[config.mk]
export PLATFORM = sky130hd
export DESIGN_NAME = rename_ctrl
export DESIGN_NICKNAME = d
export VERILOG_FILES = /design/src/rtl/rename_ctrl_pkg.sv /design/src/rtl/rename_ctrl_credit_counter.sv /design/src/rtl/rename_ctrl.sv
export SDC_FILE = /design/constraint.sdc
export NUM_CORES = 1
export LEC_CHECK = 0
export CAP_MARGIN = 40
export CORE_UTILIZATION = 47
export DETAILED_ROUTE_END_ITERATION = 8
export PLACE_DENSITY = 0.84
export SLEW_MARGIN = 15
export SYNTH_ARGS = -nofsm -noshare
export SYNTH_HDL_FRONTEND = slang
export SYNTH_SLANG_ARGS = --single-unit
[constraint.sdc]
create_clock -name clk -period 3.3 [get_ports clk]
set_input_delay 0.66 -clock clk [delete_from_list [all_inputs] [get_ports clk]]
set_output_delay 0.66 -clock clk [all_outputs]
set_load 0.02 [all_outputs]
[src/rtl/rename_ctrl_pkg.sv]
// Shared definitions for the rename-stage controller: FSM states and default
// resource depths.
package rename_ctrl_pkg;

  typedef enum logic [1:0] {
    RUN     = 2'd0,
    FLUSH   = 2'd1,
    RECOVER = 2'd2
  } state_e;

  localparam int DEF_ROB_DEPTH      = 32;
  localparam int DEF_PREG_FREE      = 32;
  localparam int DEF_LSQ_DEPTH      = 16;
  localparam int DEF_RECOVER_CYCLES = 4;

endpackage

[src/rtl/rename_ctrl_credit_counter.sv]
// Free-entry credit counter: +1 per free, -1 per alloc, saturating at MAX with a
// sticky overflow flag when a free arrives while already full.
module credit_counter
  import rename_ctrl_pkg::*;
#(
  parameter int MAX = DEF_ROB_DEPTH,
  parameter int W   = $clog2(MAX) + 1
) (
  input  logic         clk,
  input  logic         reset,
  input  logic         i_alloc,
  input  logic         i_free,
  output logic [W-1:0] o_count,
  output logic         o_overflow
);

  localparam logic [W-1:0] MAX_V = W'(MAX);

  logic [W-1:0] r_count;
  logic         r_overflow;

  // The owner never allocates at zero credits, so only the top end needs guarding.
  always_ff @(posedge clk) begin
    if (reset) begin
      r_count    <= MAX_V;
      r_overflow <= 1'b0;
    end else if (i_free && !i_alloc) begin
      if (r_count == MAX_V) begin
        r_overflow <= 1'b1;
      end else begin
        r_count <= r_count + 1'b1;
      end
    end else if (i_alloc && !i_free) begin
      r_count <= r_count - 1'b1;
    end
  end

  assign o_count    = r_count;
  assign o_overflow = r_overflow;

endmodule

[src/rtl/rename_ctrl.sv]
// Rename-stage flow control: gates the decode-rename slot on ROB/PREG/LSQ credits
// and sequences the flush/recover window after a branch mispredict.
module rename_ctrl
  import rename_ctrl_pkg::*;
#(
  parameter int ROB_DEPTH      = DEF_ROB_DEPTH,
  parameter int PREG_FREE      = DEF_PREG_FREE,
  parameter int LSQ_DEPTH      = DEF_LSQ_DEPTH,
  parameter int RECOVER_CYCLES = DEF_RECOVER_CYCLES
) (
  input  logic                         clk,
  input  logic                         reset,
  input  logic                         valid_d,
  input  logic                         reg_write_r,
  input  logic [4:0]                   rd_r,
  input  logic                         mem_read_r,
  input  logic                         mem_write_r,
  input  logic                         rob_free,
  input  logic                         preg_free,
  input  logic                         lsq_free,
  input  logic                         mispredict,
  output logic                         hold_dr,
  output logic                         valid_r,
  output logic                         rename_fire,
  output logic                         alloc_preg,
  output logic                         alloc_lsq,
  output logic                         flush_dr,
  output logic [$clog2(ROB_DEPTH):0]   rob_credits,
  output logic [$clog2(PREG_FREE):0]   preg_credits,
  output logic [$clog2(LSQ_DEPTH):0]   lsq_credits,
  output logic [31:0]                  stall_cycles,
  output logic                         credit_err
);

  localparam int             RCW          = $clog2(RECOVER_CYCLES) + 1;
  localparam logic [RCW-1:0] LAST_RECOVER = RCW'(RECOVER_CYCLES - 1);

  state_e         r_state;
  state_e         w_nextState;
  logic [RCW-1:0] r_recoverCnt;
  logic [RCW-1:0] w_nextRecoverCnt;
  logic           r_valid;
  logic           w_nextValid;
  logic [31:0]    r_stallCycles;
  logic           w_needPreg;
  logic           w_needLsq;
  logic           w_fire;
  logic           w_hold;
  logic           w_robOvf;
  logic           w_pregOvf;
  logic           w_lsqOvf;

  assign w_needPreg = reg_write_r && (rd_r != 5'd0);
  assign w_needLsq  = mem_read_r || mem_write_r;

  // A mispredict squashes the slot in the same cycle, so it also blocks the fire.
  always_comb begin
    w_fire = (r_state == RUN) && r_valid && !mispredict && (rob_credits != '0) &&
             (!w_needPreg || (preg_credits != '0)) &&
             (!w_needLsq || (lsq_credits != '0));
    w_hold = (r_state != RUN) || (r_valid && !w_fire);
  end

  always_comb begin
    w_nextState      = r_state;
    w_nextRecoverCnt = r_recoverCnt;
    if (mispredict) begin
      w_nextState      = FLUSH;
      w_nextRecoverCnt = '0;
    end else begin
      case (r_state)
        RUN: ;
        FLUSH: begin
          w_nextState      = RECOVER;
          w_nextRecoverCnt = '0;
        end
        RECOVER: begin
          if (r_recoverCnt == LAST_RECOVER) begin
            w_nextState = RUN;
          end else begin
            w_nextRecoverCnt = r_recoverCnt + 1'b1;
          end
        end
        default: w_nextState = RUN;
      endcase
    end
  end

  always_comb begin
    w_nextValid = r_valid;
    if (mispredict || (r_state != RUN)) begin
      w_nextValid = 1'b0;
    end else if (!w_hold) begin
      w_nextValid = valid_d;
    end
  end

  always_ff @(posedge clk) begin
    if (reset) begin
      r_state       <= RUN;
      r_recoverCnt  <= '0;
      r_valid       <= 1'b0;
      r_stallCycles <= '0;
    end else begin
      r_state      <= w_nextState;
      r_recoverCnt <= w_nextRecoverCnt;
      r_valid      <= w_nextValid;
      if (r_valid && !w_fire) begin
        r_stallCycles <= r_stallCycles + 32'd1;
      end
    end
  end

  credit_counter #(.MAX(ROB_DEPTH)) u_robCredits (
    .clk        (clk),
    .reset      (reset),
    .i_alloc    (w_fire),
    .i_free     (rob_free),
    .o_count    (rob_credits),
    .o_overflow (w_robOvf)
  );

  credit_counter #(.MAX(PREG_FREE)) u_pregCredits (
    .clk        (clk),
    .reset      (reset),
    .i_alloc    (w_fire && w_needPreg),
    .i_free     (preg_free),
    .o_count    (preg_credits),
    .o_overflow (w_pregOvf)
  );

  credit_counter #(.MAX(LSQ_DEPTH)) u_lsqCredits (
    .clk        (clk),
    .reset      (reset),
    .i_alloc    (w_fire && w_needLsq),
    .i_free     (lsq_free),
    .o_count    (lsq_credits),
    .o_overflow (w_lsqOvf)
  );

  assign rename_fire  = w_fire;
  assign alloc_preg   = w_fire && w_needPreg;
  assign alloc_lsq    = w_fire && w_needLsq;
  assign hold_dr      = w_hold;
  assign valid_r      = r_valid;
  assign flush_dr     = (r_state == FLUSH);
  assign stall_cycles = r_stallCycles;
  assign credit_err   = w_robOvf || w_pregOvf || w_lsqOvf;

endmodule

==> results of run 1 <==
-- final timing paths --
kind,to,slack (ns),cells past startpoint
max,u_pregCredits.o_count[5]$_SDFFE_PP1P_,0.10,13
min,u_pregCredits.o_overflow$_SDFFE_PP0P_,0.49,2
max reg2reg,u_robCredits.o_count[5]$_SDFFE_PP1P_,0.35,11
min reg2reg,u_pregCredits.o_overflow$_SDFFE_PP0P_,0.49,2
-- cell families (layout without fill, tap and decap cells) --
logic type                 Yosys count  count (layout)  share of synthesized area
adders and majority gates           17              17                     0.0683
AOI/OAI and AO/OA                   96              96                      0.237
buffers and inverters               32             141                     0.0422
xor gates and xnor gates            34              34                     0.0865
and+or+nand+nor                    141             141                      0.204
DFF                                 58              58                      0.337
muxes                                8               8                     0.0240
-- power by group through the flow --
stage          sequential [mW]  clock, mW  combinational [mW]
3_3_place_gp             0.958          0                1.37
5_1_grt                  0.965      0.773                1.62
3_5_place_dp             0.961          0                1.42
2_1_floorplan             1.04          0               0.766
6_report                 0.951      0.731                1.49
4_1_cts                  0.948      0.742                1.44
-- registers in the layout, summed over array words and instances, names as in the netlist, 2 cells and up --
name                   cells
u_pregCredits.o_count      6
stall_cycles              32
r_recoverCnt               3
r_state                    2
u_robCredits.o_count       6
u_lsqCredits.o_count       5
-- placed cells by master, fill, tap and decap left out, drive strengths merged, types with 2 or more instances in the layout --
cell,netlist,layout
clkdlybuf4s50,0,64
dfxtp,58,58
nor2,46,46
buf,7,44
nand2,25,25
xnor2,22,22
a21oi,20,20
nand3,18,18
nor3,15,15
o21ai,15,15
ha,14,14
a2111oi,14,14
inv,13,13
xor2,12,12
clkbuf,12,12
a21o,8,8
a211oi,7,7
mux2i,6,6
nor2b,5,5
and4,5,5
nand4,5,5
o211ai,5,5
or3,5,5
or4,4,4
nor4,3,3
o2111ai,3,3
nor3b,3,3
a22oi,3,3
o21a,3,3
o221ai,3,3
o31ai,3,3
fa,3,3
and3,2,2
o21bai,2,2
a31oi,2,2
a211o,2,2
nand2b,2,2
mux2,2,2
clkinv,0,2
bufinv,0,2
-- final cells by class --
class                      count  area, sq um
inverter                      13         48.8
clock buffer                  11          141
sequential                    58         1160
tap                           96          120
clock inverter                 5         77.6
timing repair buffer         112         1010
fill                         549         2190
multi-input combinational    296         2190
-- layer usage --
layer  global-route usage  part of all wire  wire (um)  vias to the layer above
li1                     -                 -          -                     1621
met1                0.293              0.43       3910                     1635
met2                0.445              0.49       4490                      106
met3               0.0754             0.057        519                       18
met4               0.0671             0.019        170                        0
met5                    0                 0          0                        -
-- through the flow --
step                 util  power, mW  instances
floorplan               -       1.81        386
global placement    0.642       2.33        572
detailed placement  0.642       2.38        572
CTS                 0.677       3.13        589
global route        0.685       3.36        591
finish              0.685       3.17        591
-- worst max-delay path: stages --
cell and delay, ns:
clkdlybuf4s50_1 0.40, or4_4 0.54, o21ai_4 0.16, buf_6 0.12, buf_4 0.11, buf_4 0.11, o21ai_4 0.06, ha_1 0.32
a211oi_2 0.28, o21bai_1 0.12, a21oi_2 0.14, mux2i_1 0.23, mux2i_1 0.19
-- what timing repair did --
item,CTS,global route
setup buffers,1,3
endpoints found under the setup margin,6,8
gates cloned,0,0
pin swaps,3,7
endpoints found under the hold margin,0,0
resized for setup,14,13
==> impl_metrics.toml, run 1 <==
[status]
status = "complete, no violations"

[final_layout]
layout-drive-gt1-share = 0.194
antenna_cells = 0
nets = 522
area_growth_pct = 38.1
fin_area_sq_um = 4750

[timing]
timing.final.crit_share = 0.969
finClkSkew_ns = 0.00819
fmax_mhz = 313
worst_pin_slew_ns = 0.787
fin_crit_ns = 3.20
maxSlewViolCount = 0
setup_violations = 0
worst_hold_slack_ns = 0.487
max_slew_margin = 0.474
setup_ws_ns = 0.101
fin_setup_tns_ns = 0
hold_viol = 0

[placement]
dp_hpwl_mm = 6.47
post-place-ws_ns = -0.516
placed_area_sq_um = 4460
routabilityCongestion = 0.932
portBuffers = 70

[critical_path]
cp.arrival_ns = 3.46
end_kind = "flop"
r2r_start = "u_lsqCredits.o_count[0]$_SDFFE_PP0P_"
crit_path_start = "rd_r[3]"
cp_max_fo = 3
cp.required_ns = 3.57
crit_type = "in2reg"
cp-start-kind = "input port"

[grt]
gr-total-overflow = 0
grt_pass1_wl_mm = 15.1
grtUsageTotal = 0.251
grt_max_degree = 44
grt_pass1_vias = 3295
antenna_found_initial = 0

[power]
power_frac_seq = 0.300
p_sw_mw = 1.18
peakVddDrop_mv = 0.479
combPwrFrac = 0.470
leakage_nw = 1.78
clkPwrFrac = 0.231
powerDensity_nw_per_um2 = 667
p_int_mw = 1.99
p_sw_frac = 0.373

[synth]
synth_edf_count = 0
async_flop_share = 0
yosysMostFrequentCell = "dfxtp_1"
synth_common_cells = "dfxtp_1 (58), nor2_1 (46), nand2_1 (25), xnor2_1 (22), a21oi_1 (19)"
synth_area_sq_um = 3440
yosys_warnings = 0
synth_area_leader_cell = "dfxtp_1"
synth_cells = 386
ys_ff_latch = 58
synthTopCellsByArea = "dfxtp_1 (34%), xnor2_1 (5.6%), a2111oi_2 (5.2%)"
synth.avg_cell_area_sq_um = 8.92
ys_seq_area_frac = 0.337
synthesis.nets = 418
yosys.cell_types.count = 58
synthFlopType = "dfxtp_1"
synth_top_area_share = 0.337

[drt]
routed_via_density = 5.72
firstDrtPassIters = 5
ant_nets = 0
wl_per_cell_um = 15.4
wl_mm = 9.09
drc = 0
drt_first_iter_violations = 315
dr_total_vias = 3380

[min_path]
hp-start = "u_pregCredits.o_overflow$_SDFFE_PP0P_"
min_path_type = "reg2reg"

[die]
die_h_um = 87.6
die_w_um = 87.6
dieArea_sq_um = 7670
core_sq_um = 6940
num_rows = 30
initial_core_util = 0.496
pin_count = 71

[cts]
clock_latency_ns = 0.34
cts.sinks = 58
numCtsBuffers = 9
hold_buffers = 0
clock_tree.root_cell = "clkbuf_8"
cts_buffer_depth = 2
path_clk_slew_ns = 0.06
cts_tree = "built"
cts.htree.levels = 3

[job]
maxCapViolCount = 0
No activity file was read; power rests on OpenSTA's default activity.
==> run 2: changes to the inputs <==
--- a/config.mk
+++ b/config.mk
@@ -6,6 +6,7 @@
 export NUM_CORES = 1
 export LEC_CHECK = 0
 export CAP_MARGIN = 40
+export CORE_MARGIN = 3
 export CORE_UTILIZATION = 47
 export DETAILED_ROUTE_END_ITERATION = 8
 export PLACE_DENSITY = 0.84
==> run 2 against run 1 <==
  * Worst hold slack got worse by 0.012 ns
  * Global-route usage is 1.9 points lower
  * Via count grew 1.0%
  * Sequential power rose by 2%
  * Critical endpoint is now rename_fire
  * Clock skew barely moved
  * Critical path depth shrank 5
==> impl_metrics.toml, run 2 (synthesis gave the netlist of run 1 again) <==
[status]
status = "complete, no violations"

[job]
maxCapViolCount = 0

[die]
pin_count = 71
num_rows = 30
core_sq_um = 6940
die_w_um = 91.6
die_h_um = 91.6
dieArea_sq_um = 8390
initial_core_util = 0.496

[min_path]
holdPathStages = 2
min_path_type = "reg2reg"

[critical_path]
rr_endpoint = "u_robCredits.o_count[5]$_SDFFE_PP1P_"
cp-start-kind = "input port"
cp_num_buf_inv = 4
critPathTopFamily = "buffers and inverters"
cp_max_fo = 7
path_depth = 8
crit_path_start = "rd_r[3]"
r2r_cells = 11
cp.arrival_ns = 2.54
slowest_stage = "or4_4"
crit_type = "in2out"
max_stage_delay_ns = 0.53
cp.required_ns = 2.64
path_cells = "clkdlybuf4s50_1 > or4_4 > o21ai_2 > or3_4 > nand2_4 > buf_4 > inv_2 > dlygate4sd2_1"
crit_end = "rename_fire"
end_kind = "primary output"
r2r_slack_ns = 0.29
r2r_start = "u_lsqCredits.o_count[0]$_SDFFE_PP0P_"

[final_layout]
area_growth_pct = 36.9
mostFrequentLayoutCells = "clkdlybuf4s50_1 (64), dfxtp_1 (58), nor2_1 (46)"
instances_no_fill = 590
nets = 521
antenna_cells = 0
layout-drive-gt1-share = 0.194
largest_reg_flops = 32
fin_area_sq_um = 4710
fillCellCount = 534
final_common_cell = "clkdlybuf4s50_1"

[cts]
numCtsBuffers = 9
clock_tree.root_cell = "clkbuf_8"
path_clk_slew_ns = 0.06
clock_latency_ns = 0.34
cts.sinks = 58
cts_tree = "built"
cts_buffer_depth = 2
cts.htree.levels = 3

[timing]
maxSlewViolCount = 0
setup_ws_ns = 0.104
fmax_mhz = 313
finClkSkew_ns = 0.00774
fin_crit_ns = 3.20
hold_viol = 0
timing.final.crit_share = 0.969
setup_violations = 0
max_slew_margin = 0.490
worst_hold_slack_ns = 0.475
worst_pin_slew_ns = 0.763

[grt]
antenna_found_initial = 0
grt_pass1_wl_mm = 16.0
grt_pass1_vias = 3385
grt_max_degree = 34
grtUsageTotal = 0.231
gr-total-overflow = 0

[placement]
placedCellCount = 569
portBuffers = 70
routabilityCongestion = 0.945
post-place-ws_ns = -0.592
dp_hpwl_mm = 6.93
placed_area_sq_um = 4440

[drt]
wl_mm = 9.45
firstDrtPassIters = 4
ant_nets = 0
dr_total_vias = 3415
drc = 0
wl_per_cell_um = 16.0
drt_first_iter_violations = 171
routed_via_density = 5.79

[power]
total_power_mw = 3.09
peakVddDrop_mv = 0.658
powerDensity_nw_per_um2 = 656
leakage_nw = 1.76
## run 2: worst register-to-register path, stage by stage, from the launching register on
cell and delay, ns:
dfxtp_1 0.37, or4_4 0.59, o221a_4 0.32, nand2_4 0.12, nand2_2 0.09, buf_4 0.15
ha_1 0.24, a211oi_2 0.28, o21bai_1 0.11, a21oi_1 0.21, mux2i_1 0.26, mux2i_1 0.20
## run 2: timing repair
action | in CTS | in global routing
buffers inserted | 3 | 2
pin swaps | 2 | 5
hold buffers | 0 | 0
cloned | 0 | 0
gates resized for setup | 9 | 13
setup endpoints to repair | 7 | 8
## run 2: cell type report
type | count | area [sq um] | share of cell area
clock buffers | 9 | 124 | 0.0263
well taps | 96 | 120 | 0.0255
inverters | 13 | 48.8 | 0.0104
multi-input cells | 296 | 2190 | 0.465
repair buffers | 111 | 998 | 0.212
clock inverters | 7 | 68.8 | 0.0146
flip-flops and latches | 58 | 1160 | 0.246
## run 2: power by group
group	total (mW)	leakage [nW]	internal (mW)	switching, mW
registers	0.968	0.471	0.810	0.158
clock network	0.641	0.0954	0.346	0.295
logic	1.48	1.20	0.727	0.754
## run 2: per-stage QoR
stage	utilization	setup TNS [ns]
after CTS	0.671	0
after floorplan	-	0
after global routing	0.678	-0.0339
after global placement	0.639	-2.28
after detailed placement	0.639	-3.46
final	0.678	0
## run 2: worst min-delay path by stage
stage                                          start                                    end  slack [ns]
2_1_floorplan   u_robCredits.o_overflow$_SDFFE_PP0P_   u_robCredits.o_overflow$_SDFFE_PP0P_        0.43
3_3_place_gp    u_robCredits.o_overflow$_SDFFE_PP0P_   u_robCredits.o_overflow$_SDFFE_PP0P_        0.45
3_5_place_dp   u_pregCredits.o_overflow$_SDFFE_PP0P_  u_pregCredits.o_overflow$_SDFFE_PP0P_        0.46
4_1_cts        u_pregCredits.o_overflow$_SDFFE_PP0P_  u_pregCredits.o_overflow$_SDFFE_PP0P_        0.48
5_1_grt        u_pregCredits.o_overflow$_SDFFE_PP0P_  u_pregCredits.o_overflow$_SDFFE_PP0P_        0.51
6_report       u_pregCredits.o_overflow$_SDFFE_PP0P_  u_pregCredits.o_overflow$_SDFFE_PP0P_        0.48
## run 2: layer usage
metal	up-vias	GRT usage	routed length, um	share of wire
met5	-	0	0	0
met3	15	0.0663	640	0.068
met1	1665	0.266	3820	0.40
li1	1621	-	-	-
met4	0	0.0704	113	0.012
met2	114	0.410	4870	0.52
